**config.mk**
```make
export PLATFORM = sky130hd
export DESIGN_NAME = fetch_trace_queue
export DESIGN_NICKNAME = d
export VERILOG_FILES = /design/src/rtl/fetch_trace_queue.sv
export SDC_FILE = /design/constraint.sdc
export NUM_CORES = 1
export LEC_CHECK = 0
export ABC_AREA = 1
export ABC_CLOCK_PERIOD_IN_PS = 17600
export BUFFER_PORTS_ARGS = -buffer_cell sky130_fd_sc_hd__buf_4
export CORE_MARGIN = 2
export CORE_UTILIZATION = 50
export CTS_BUF_LIST = sky130_fd_sc_hd__clkbuf_8
export DETAILED_ROUTE_END_ITERATION = 16
export HOLD_SLACK_MARGIN = 0.1
export PLACE_DENSITY = 0.7
export SYNTH_ARGS = -nofsm -noshare
export SYNTH_HDL_FRONTEND = slang
export SYNTH_SLANG_ARGS = --single-unit
```
**constraint.sdc**
```tcl
create_clock -name clk -period 17.6 [get_ports clk]
set_input_delay 3.52 -clock clk [delete_from_list [all_inputs] [get_ports clk]]
set_output_delay 3.52 -clock clk [all_outputs]
set_load 0.05 [all_outputs]
```
**src/rtl/fetch_trace_queue.sv**
```systemverilog
`default_nettype none
// ============================================================================
//  Module   : fetch_trace_queue
//  Brief    : In-order tracker for up to DEPTH outstanding instruction-bus
//             fetch requests between the first fetch stage and decode.
//             Carries exception info and opaque prediction metadata, retires
//             entries against inst_data_ok and squashes output for entries
//             canceled by a redirect while in flight.
//  Options  : FTQ_EXC_BYPASS_EN - exception entries skip the bus and retire
//             as soon as they reach the head; early bus responses are held
//             in a credit counter.
//  Revision : 1.0 - initial release
// ============================================================================
module fetch_trace_queue #(
  parameter int DEPTH     = 4,
  parameter int PAYLOAD_W = 256,
  parameter int EXC_W     = 5
) (
  input  logic                         clk,
  input  logic                         rst,
  input  logic                         req_valid_i,
  input  logic [31:0]                  req_vaddr_i,
  input  logic [PAYLOAD_W-1:0]         req_payload_i,
  input  logic                         req_has_exc_i,
  input  logic [EXC_W-1:0]             req_exc_code_i,
  input  logic                         mmu_has_exc_i,
  input  logic [EXC_W-1:0]             mmu_exc_code_i,
  input  logic                         mmu_is_refill_i,
  input  logic                         cancel_i,
  input  logic                         inst_data_ok,
  output logic                         allowin_o,
  output logic                         out_valid_o,
  output logic [31:0]                  out_vaddr_o,
  output logic [PAYLOAD_W-1:0]         out_payload_o,
  output logic                         out_has_exc_o,
  output logic [EXC_W-1:0]             out_exc_code_o,
  output logic                         out_is_refill_o,
  output logic [$clog2(DEPTH+1)-1:0]   count_o
);

  localparam int            PW       = $clog2(DEPTH);
  localparam int            CW       = $clog2(DEPTH+1);
  localparam logic [PW-1:0] LAST_IDX = PW'(DEPTH-1);
  localparam logic [CW-1:0] FULL_CNT = CW'(DEPTH);

  // Entry storage (no reset needed: only slots below count are ever read)
  logic [31:0]          vaddr_q   [DEPTH];
  logic [PAYLOAD_W-1:0] payload_q [DEPTH];
  logic [EXC_W-1:0]     exc_code_q[DEPTH];
  logic [DEPTH-1:0]     has_exc_q;
  logic [DEPTH-1:0]     is_refill_q;

  // Control state
  logic [DEPTH-1:0] canceled_q, canceled_d;
  logic [PW-1:0]    wr_ptr_q, wr_ptr_d;
  logic [PW-1:0]    rd_ptr_q, rd_ptr_d;
  logic [CW-1:0]    count_q, count_d;

  logic             not_empty;
  logic             head_exc;
  logic             ok_legal;
  logic             ok_used;
  logic             pop;
  logic             push;
  logic             merged_exc;
  logic [EXC_W-1:0] merged_code;
  logic             merged_refill;

  function automatic logic [PW-1:0] ptr_inc(input logic [PW-1:0] p);
    return (p == LAST_IDX) ? '0 : p + PW'(1);
  endfunction

  // Upstream exception takes priority; refill only qualifies an MMU-only fault
  assign merged_exc    = req_has_exc_i | mmu_has_exc_i;
  assign merged_code   = req_has_exc_i ? req_exc_code_i : mmu_exc_code_i;
  assign merged_refill = ~req_has_exc_i & mmu_is_refill_i;

  assign not_empty = (count_q != '0);
  assign head_exc  = not_empty & has_exc_q[rd_ptr_q];
  assign ok_used   = inst_data_ok & ok_legal;

`ifdef FTQ_EXC_BYPASS_EN
  // credit: bus responses received ahead of their entry reaching the head
  // nexc  : stored entries that did issue a bus request
  logic [CW-1:0] credit_q, credit_d;
  logic [CW-1:0] nexc_q, nexc_d;

  assign ok_legal = (nexc_q > credit_q);
  assign pop      = not_empty & (head_exc | ok_used | (credit_q != '0));

  // A response always banks one credit; a non-exception retire spends one
  always_comb begin
    credit_d = credit_q + CW'(ok_used) - CW'(pop & ~head_exc);
    nexc_d   = nexc_q + CW'(push & ~merged_exc) - CW'(pop & ~head_exc);
  end
`else
  assign ok_legal = not_empty;
  assign pop      = ok_used;
`endif

  assign allowin_o = (count_q < FULL_CNT) | pop;
  assign push      = req_valid_i & allowin_o;

  // Pointer, occupancy and cancel-bit next state
  always_comb begin
    wr_ptr_d   = wr_ptr_q;
    rd_ptr_d   = rd_ptr_q;
    canceled_d = canceled_q;
    count_d    = count_q + CW'(push) - CW'(pop);
    if (push) wr_ptr_d = ptr_inc(wr_ptr_q);
    if (pop)  rd_ptr_d = ptr_inc(rd_ptr_q);
    if (cancel_i) canceled_d = '1;
    if (push) canceled_d[wr_ptr_q] = cancel_i;
  end

  // Control registers, cleared by the asynchronous active-low reset
  always_ff @(posedge clk or negedge rst) begin
    if (!rst) begin
      wr_ptr_q   <= '0;
      rd_ptr_q   <= '0;
      count_q    <= '0;
      canceled_q <= '0;
`ifdef FTQ_EXC_BYPASS_EN
      credit_q   <= '0;
      nexc_q     <= '0;
`endif
    end else begin
      wr_ptr_q   <= wr_ptr_d;
      rd_ptr_q   <= rd_ptr_d;
      count_q    <= count_d;
      canceled_q <= canceled_d;
`ifdef FTQ_EXC_BYPASS_EN
      credit_q   <= credit_d;
      nexc_q     <= nexc_d;
`endif
    end
  end

  // Capture the pushed request into the tail slot
  always_ff @(posedge clk) begin
    if (push) begin
      vaddr_q[wr_ptr_q]     <= req_vaddr_i;
      payload_q[wr_ptr_q]   <= req_payload_i;
      exc_code_q[wr_ptr_q]  <= merged_code;
      has_exc_q[wr_ptr_q]   <= merged_exc;
      is_refill_q[wr_ptr_q] <= merged_refill;
    end
  end

  assign out_valid_o     = pop & ~canceled_q[rd_ptr_q];
  assign out_vaddr_o     = not_empty ? vaddr_q[rd_ptr_q]    : '0;
  assign out_payload_o   = not_empty ? payload_q[rd_ptr_q]  : '0;
  assign out_has_exc_o   = head_exc;
  assign out_exc_code_o  = not_empty ? exc_code_q[rd_ptr_q] : '0;
  assign out_is_refill_o = not_empty & is_refill_q[rd_ptr_q];
  assign count_o         = count_q;

`ifndef SYNTHESIS
  // A bus response with nothing waiting on the bus is a protocol error
  assert property (@(posedge clk) disable iff (!rst) !(inst_data_ok && !ok_legal))
    else $error("fetch_trace_queue: inst_data_ok with no bus-waiting entry");
`endif

endmodule
`default_nettype wire

```
==> Word-level counts from Yosys, hierarchy flattened <==
Memories as Yosys holds them, arrays and structs flattened.
Index checks and enable logic that the tools add are counted.
{ "classes": {"addsub": 4, "mul": 0, "div": 0, "order_cmp": 4, "eq_ne": 2, "shift": 0, "muxes": 21, "bitwise_logic": 10, "n_reduce_logical": 2} }
{ "op_table": {"columns": ["operator", "n"], "rows": [
  ["256-bit 2-to-1 mux", 1],
  ["32-bit 2-to-1 mux", 1],
  ["4-bit bitwise mux", 3],
  ["5-bit 2-to-1 mux", 2],
  ["4-bit 2-to-1 mux", 2],
  ["1-bit bitwise AND", 6],
  ["1-bit binary-select mux with 2-bit select", 3],
  ["2-bit by 3-bit < comparator with 1-bit output, second input constant", 2],
  ["1-bit 2-to-1 mux", 6],
  ["2-bit by 1-bit adder with 2-bit output, second input constant", 2],
  ["2-bit == test, second input constant", 2],
  ["2-bit 2-to-1 mux", 2],
  ["3-bit by 1-bit adder with 3-bit output", 1],
  ["3-bit < comparator, second input constant", 1],
  ["3-bit nonzero test", 1],
  ["3-bit by 1-bit subtractor with 3-bit output", 1],
  ["1-bit demux with 2-bit select", 1],
  ["2-bit by 1-bit >= comparator with 1-bit output, second input constant", 1],
  ["1-bit NOT", 2],
  ["1-bit OR", 2],
  ["1-bit logical AND", 1]
]} }
{ "totals": {"regBits": 19, "latchBits": 0, "ram_bits": 1172, "mem_bits_ro": 0, "input_bits": 306, "memories": 3} }
{ "memory_table": {"columns": ["name", "depth", "word_bits", "read_ports", "rd_ports_with_merged_regs", "write_ports", "line_no", "source"], "rows": [
  ["payload_q", 4, 256, 1, 0, 1, "48", "logic [PAYLOAD_W-1:0] payload_q [DEPTH];"],
  ["vaddr_q", 4, 32, 1, 0, 1, "47", "logic [31:0] vaddr_q [DEPTH];"],
  ["exc_code_q", 4, 5, 1, 0, 1, "49", "logic [EXC_W-1:0] exc_code_q[DEPTH];"]
]} }

==> Depth between registers and ports, before layout <==
{ "logic_depth": {"word_depth": 6, "ltp_mapped": 12, "ltp_nobuf": 12} }

==> Worst setup path after synthesis <==
OpenSTA, ideal clock, no wires.
{ "synth_timing": {"path_type": "in2reg", "startpoint": "input inst_data_ok", "endpoint": "memory exc_code_q[0][0] (enable)", "setup_time_ps": 956, "t_arrival_ps": 16463, "t_required_ps": 16644, "setup_slack_ps": 181, "path_stages": 5, "path_buffers": 1, "path_cell_list": "inv_1 nand2_1 nand2_1 buf_2 nor2_1"} }
{ "synth_via": {"elab_chain_cells": 5} }
{ "synth_rtl": {"columns": ["item", "line_no", "source"], "rows": [
  ["start, declared", "30", "input logic inst_data_ok,"],
  ["1-bit bitwise AND", "80", "assign ok_used = inst_data_ok & ok_legal;"],
  ["1-bit OR", "101", "assign allowin_o = (count_q < FULL_CNT) | pop;"],
  ["via allowin_o", "31", "output logic allowin_o,"],
  ["1-bit bitwise AND", "102", "assign push = req_valid_i & allowin_o;"],
  ["1-bit 2-to-1 mux", "141", "if (push) begin"],
  ["1-bit 2-to-1 mux (not written as such)", "144", "exc_code_q[wr_ptr_q] <= merged_code;"],
  ["end, declared", "49", null]
]} }
The timed path passes the listed nets, and every way through them passes these cells.

==> Worst setup path in the final report <==
{ "layout_timing": {"startpoint": "register rd_ptr_q[0]", "endpoint": "output out_payload_o[22]"} }
{ "layout_via": {"elab_chain_cells": 2} }
{ "layout_rtl": {"columns": ["item", "line_no", "source"], "rows": [
  ["start, declared", "56", "logic [PW-1:0] rd_ptr_q, rd_ptr_d;"],
  ["start signal, assigned", "129", "rd_ptr_q <= rd_ptr_d;"],
  ["memory 4 x 256 bit", null, null],
  ["256-bit 2-to-1 mux", "152", "assign out_payload_o = not_empty ? payload_q[rd_ptr_q] : '0;"],
  ["end, declared", "34", "output logic [PAYLOAD_W-1:0] out_payload_o,"]
]} }
Every way passes these cells.

==> results.md <==
* Status: finished, final reports clean
* Maximum buffer depth of the clock tree at 3
* Dominant synthesized flop cell: edfxtp_1
* Slew Limit Fails at 0
* Hold_sp: canceled_q[3]
* Htree depth at 4
* Fraction of layout cells with a size suffix above 1 at 15.8%
* Seq/Total Area, Yosys at 70.6%
* Die area at 104000 µm²
* Relative slew margins at 17.8%
* Asr flop ratio synth at 0.924%
* Initial DRC count at 2312
* Min-Delay Path Depth at 2
* Reg-to-reg startpoint: count_o[2]
* Synth Instances at 4754
* Vias in the first global route at 33300
* Die Wd at 322 µm
* Syn nets at 5068
* Clock network power share at 18.2%
* Warnings, synthesis at 0
* Post-Route M1 WL at 45.5 mm
* Worst skew pair latency at 0.88 ns
* Complex-gate fraction of the synthesized area at 2.99%
* Worst Setup Path Type: reg2out
* Post-DP HPWL at 67.6 mm
* Synth Area per Inst at 10.6 µm²
* Simple-Gate Fraction of Synth Area at 15.0%
* CTS Hold Bufs at 0
* Tmin final at 8.85 ns
* CTS buffer count at 189
* Final Net Count at 5666
* R2R cell count at 5
* Final ANT Viol Nets at 0
* CTS tree: built
* Starting density of the core at 50.5%
* GR Overflow Total at 0
* XOR/XNOR Fraction of Synth Area at 0.0173%
* WL/cell at 17.6 µm
* Final setup violation count at 0
* Pwr/cell area at 194 nW/µm²
* Final Hold Fails at 0
* DR WL met2 at 59.3 mm
* Pwr Total at 11.5 mW
* Routed vias/inst at 4.96
* Post-synth top area cell: edfxtp_1
* CP peak stage delay at 0.90 ns
* Max Clock Freq at 113 MHz
* Reg2reg setup slack at 14.30 ns
* CP endpoint kind: output pin
* Final GP Congestion at 0.807
* IO buf count at 605
* Leak pwr at 26.8 nW
* Highest routed layer: met5
* Worst-path clk slew at 0.06 ns
* Most frequent cells after synthesis: nand2_1, inv_1, edfxtp_1, nand3_1, a21oi_1
* Reg power frac at 32.7%
* # fillers at 8150
* DRT Wirelength at 120 mm
* Int Power at 6.10 mW
* Critical Path Start Type: flop
* CP most frequent cell: buf_4
* Adder-cell share of the synthesized area at 0.213%
* CP max FO at 188
* Top-Level Pins at 606
* Critical R2R Capture: payload_q[1][128]
* Root buffer cell: clkbuf_8
* Wire length on met3 at 9.51 mm
* WP data required at 14.08 ns
* Cell area after synthesis at 50600 µm²
* VDD IR max at 147 µV
* First-pass GRT wire length at 181 mm
* Row count at 116
* Area grow syn2layout at 17.4%
* Worst Skew at 0.0503 ns
* WHS Endpoint: canceled_q[3]
* Vias at 33800
* DP Area at 56000 µm²
* Slowest-stage cell, CP: buf_4
* RSZ-0062 raised after global routing: no
* Residual DRC count at 0
* EDFF count, synth at 1180
* Post-CTS setup buffers at 0
* Post-CTS sizing at 0
* Clk sinks at 1191
* Switch Pwr at 5.42 mW
* Largest family of logic cells by synthesized area: simple AND/OR/NAND/NOR gates
* #FFs+latches synth at 1191
* Core area at 100000 µm²
* MaxCap Viol Count at 0
* Design area at 59400 µm²
* Final period util at 50.3%
* Sum Neg Setup Slack at 0 ns
* Worst-path cell chain: inv_8 -> buf_4 -> buf_4 -> nand2_1 -> nand3_1 -> a21oi_1 -> buf_4
* Library cells used by synthesis at 19
* Largest net degree at the start of global routing at 223
* Post-synthesis mux area share at 0%
* Synth top area cells: edfxtp_1, nand2_1, inv_1, nand3_1, a21oi_1
* Min-Delay Path Class: reg2reg
* Die Height at 322 µm
* Switching share of power at 47.0%
* Initial antenna violation count at 27
* Top cell type's share of synthesized area at 70.1%
* Tot GR Track Use at 22.8%
* TritonRoute pass-1 iters at 5
* Most numerous cell in the Yosys netlist: nand2_1
* Comb power frac at 49.1%
* Worst Path Arrival at 5.33 ns
* Worst Tran Pin Value at 1.23 ns
logic make-up (layout without fill, tap and decap cells):
group	count (synthesis)	in the layout
simple gates	1819	1819
other cells	0	24
fa+ha+maj	8	8
flops	1191	1191
compound gates	302	302
xor+xnor	1	1
buf+inv	1433	2169
worst max-delay path, delay by kind of cell, from the launching register on:
kind	cells	cell delay (ns)
DFF	1	0.79
AOI/OAI and AO/OA	1	0.15
buffers and inverters	4	2.89
and+or+nand+nor	2	0.24
per-stage QoR:
| step | worst slack, ns | hold slack, ns | util (%) | instances |
|---|---|---|---|---|
| final | 8.75 | 0.508 | 59.3 | 6812 |
| after global routing | 8.48 | 0.536 | 59.3 | 6811 |
| after CTS | 8.80 | 0.504 | 59.2 | 6788 |
| after detailed placement | 9.77 | 0.491 | 55.9 | 6459 |
| after global placement | 9.85 | 0.487 | 55.9 | 6459 |
| after floorplan | 0.181 | 0.464 | - | 4754 |
placed cells by master, fill, tap and decap left out:
master,Yosys,layout
inv_8,0,4
ha_1,7,7
clkbuf_8,0,192
nor2_1,8,4
inv_1,1200,1268
buf_4,7,629
inv_6,0,4
inv_12,0,1
fa_1,1,1
o21ai_0,6,6
nand3_1,592,592
clkinv_8,0,4
edfxtp_1,1180,1180
clkinv_1,0,42
nand2_1,1217,1217
clkinv_2,1,10
xnor2_1,1,1
or2_2,2,2
nor2_4,0,4
bufinv_16,0,2
diode_2,0,24
clkinvlp_4,0,5
dfrtp_4,0,2
buf_12,0,8
dfrtp_1,11,9
a21oi_1,296,296
layout make-up:
| cell class | count | area, µm² | area share (%) |
|---|---|---|---|
| Multi-Input combinational cell | 2130 | 9230 | 15.5 |
| Timing Repair Buffer | 637 | 4880 | 8.22 |
| Clock inverter | 137 | 683 | 1.15 |
| Sequential cell | 1191 | 35700 | 60.1 |
| Clock buffer | 192 | 2640 | 4.45 |
| Antenna cell | 24 | 60.1 | 0.101 |
| Inverter | 1203 | 4540 | 7.65 |
| Tap cell | 1298 | 1620 | 2.73 |
power groups by stage:
stage / registers [mW] / logic (mW) / clock network, mW
after floorplan: 4.02 / 3.95 / 0
after global placement: 3.81 / 5.63 / 0
after detailed placement: 3.82 / 5.67 / 0
after CTS: 3.77 / 5.69 / 2.14
after global routing: 3.81 / 5.99 / 2.26
final: 3.77 / 5.66 / 2.09
worst max path at each step:
stage | startpoint | to | slack (ns)
after floorplan | inst_data_ok | exc_code_q[0][0] | 0.18
after global placement | rd_ptr_q[0] | out_payload_o[22] | 9.85
after detailed placement | rd_ptr_q[0] | out_payload_o[22] | 9.77
after CTS | rd_ptr_q[0] | out_payload_o[22] | 8.80
after global routing | rd_ptr_q[0] | out_payload_o[69] | 8.48
final | rd_ptr_q[0] | out_payload_o[22] | 8.75
metal layers:
layer  vias up  track usage (%)
met5         -                0
met4        10             12.0
met3       289             7.04
met2      1095             38.9
met1     16100             25.5
li1      16300                -
sequential cells by signal (all words and copies together) (netlist names), 3 cells and up:
signal / cells
vaddr_q: 128
payload_q: 1024
canceled_q: 4
count_o: 3
exc_code_q: 20
has_exc_q: 4
is_refill_q: 4
(Power assumes the default switching activity.)
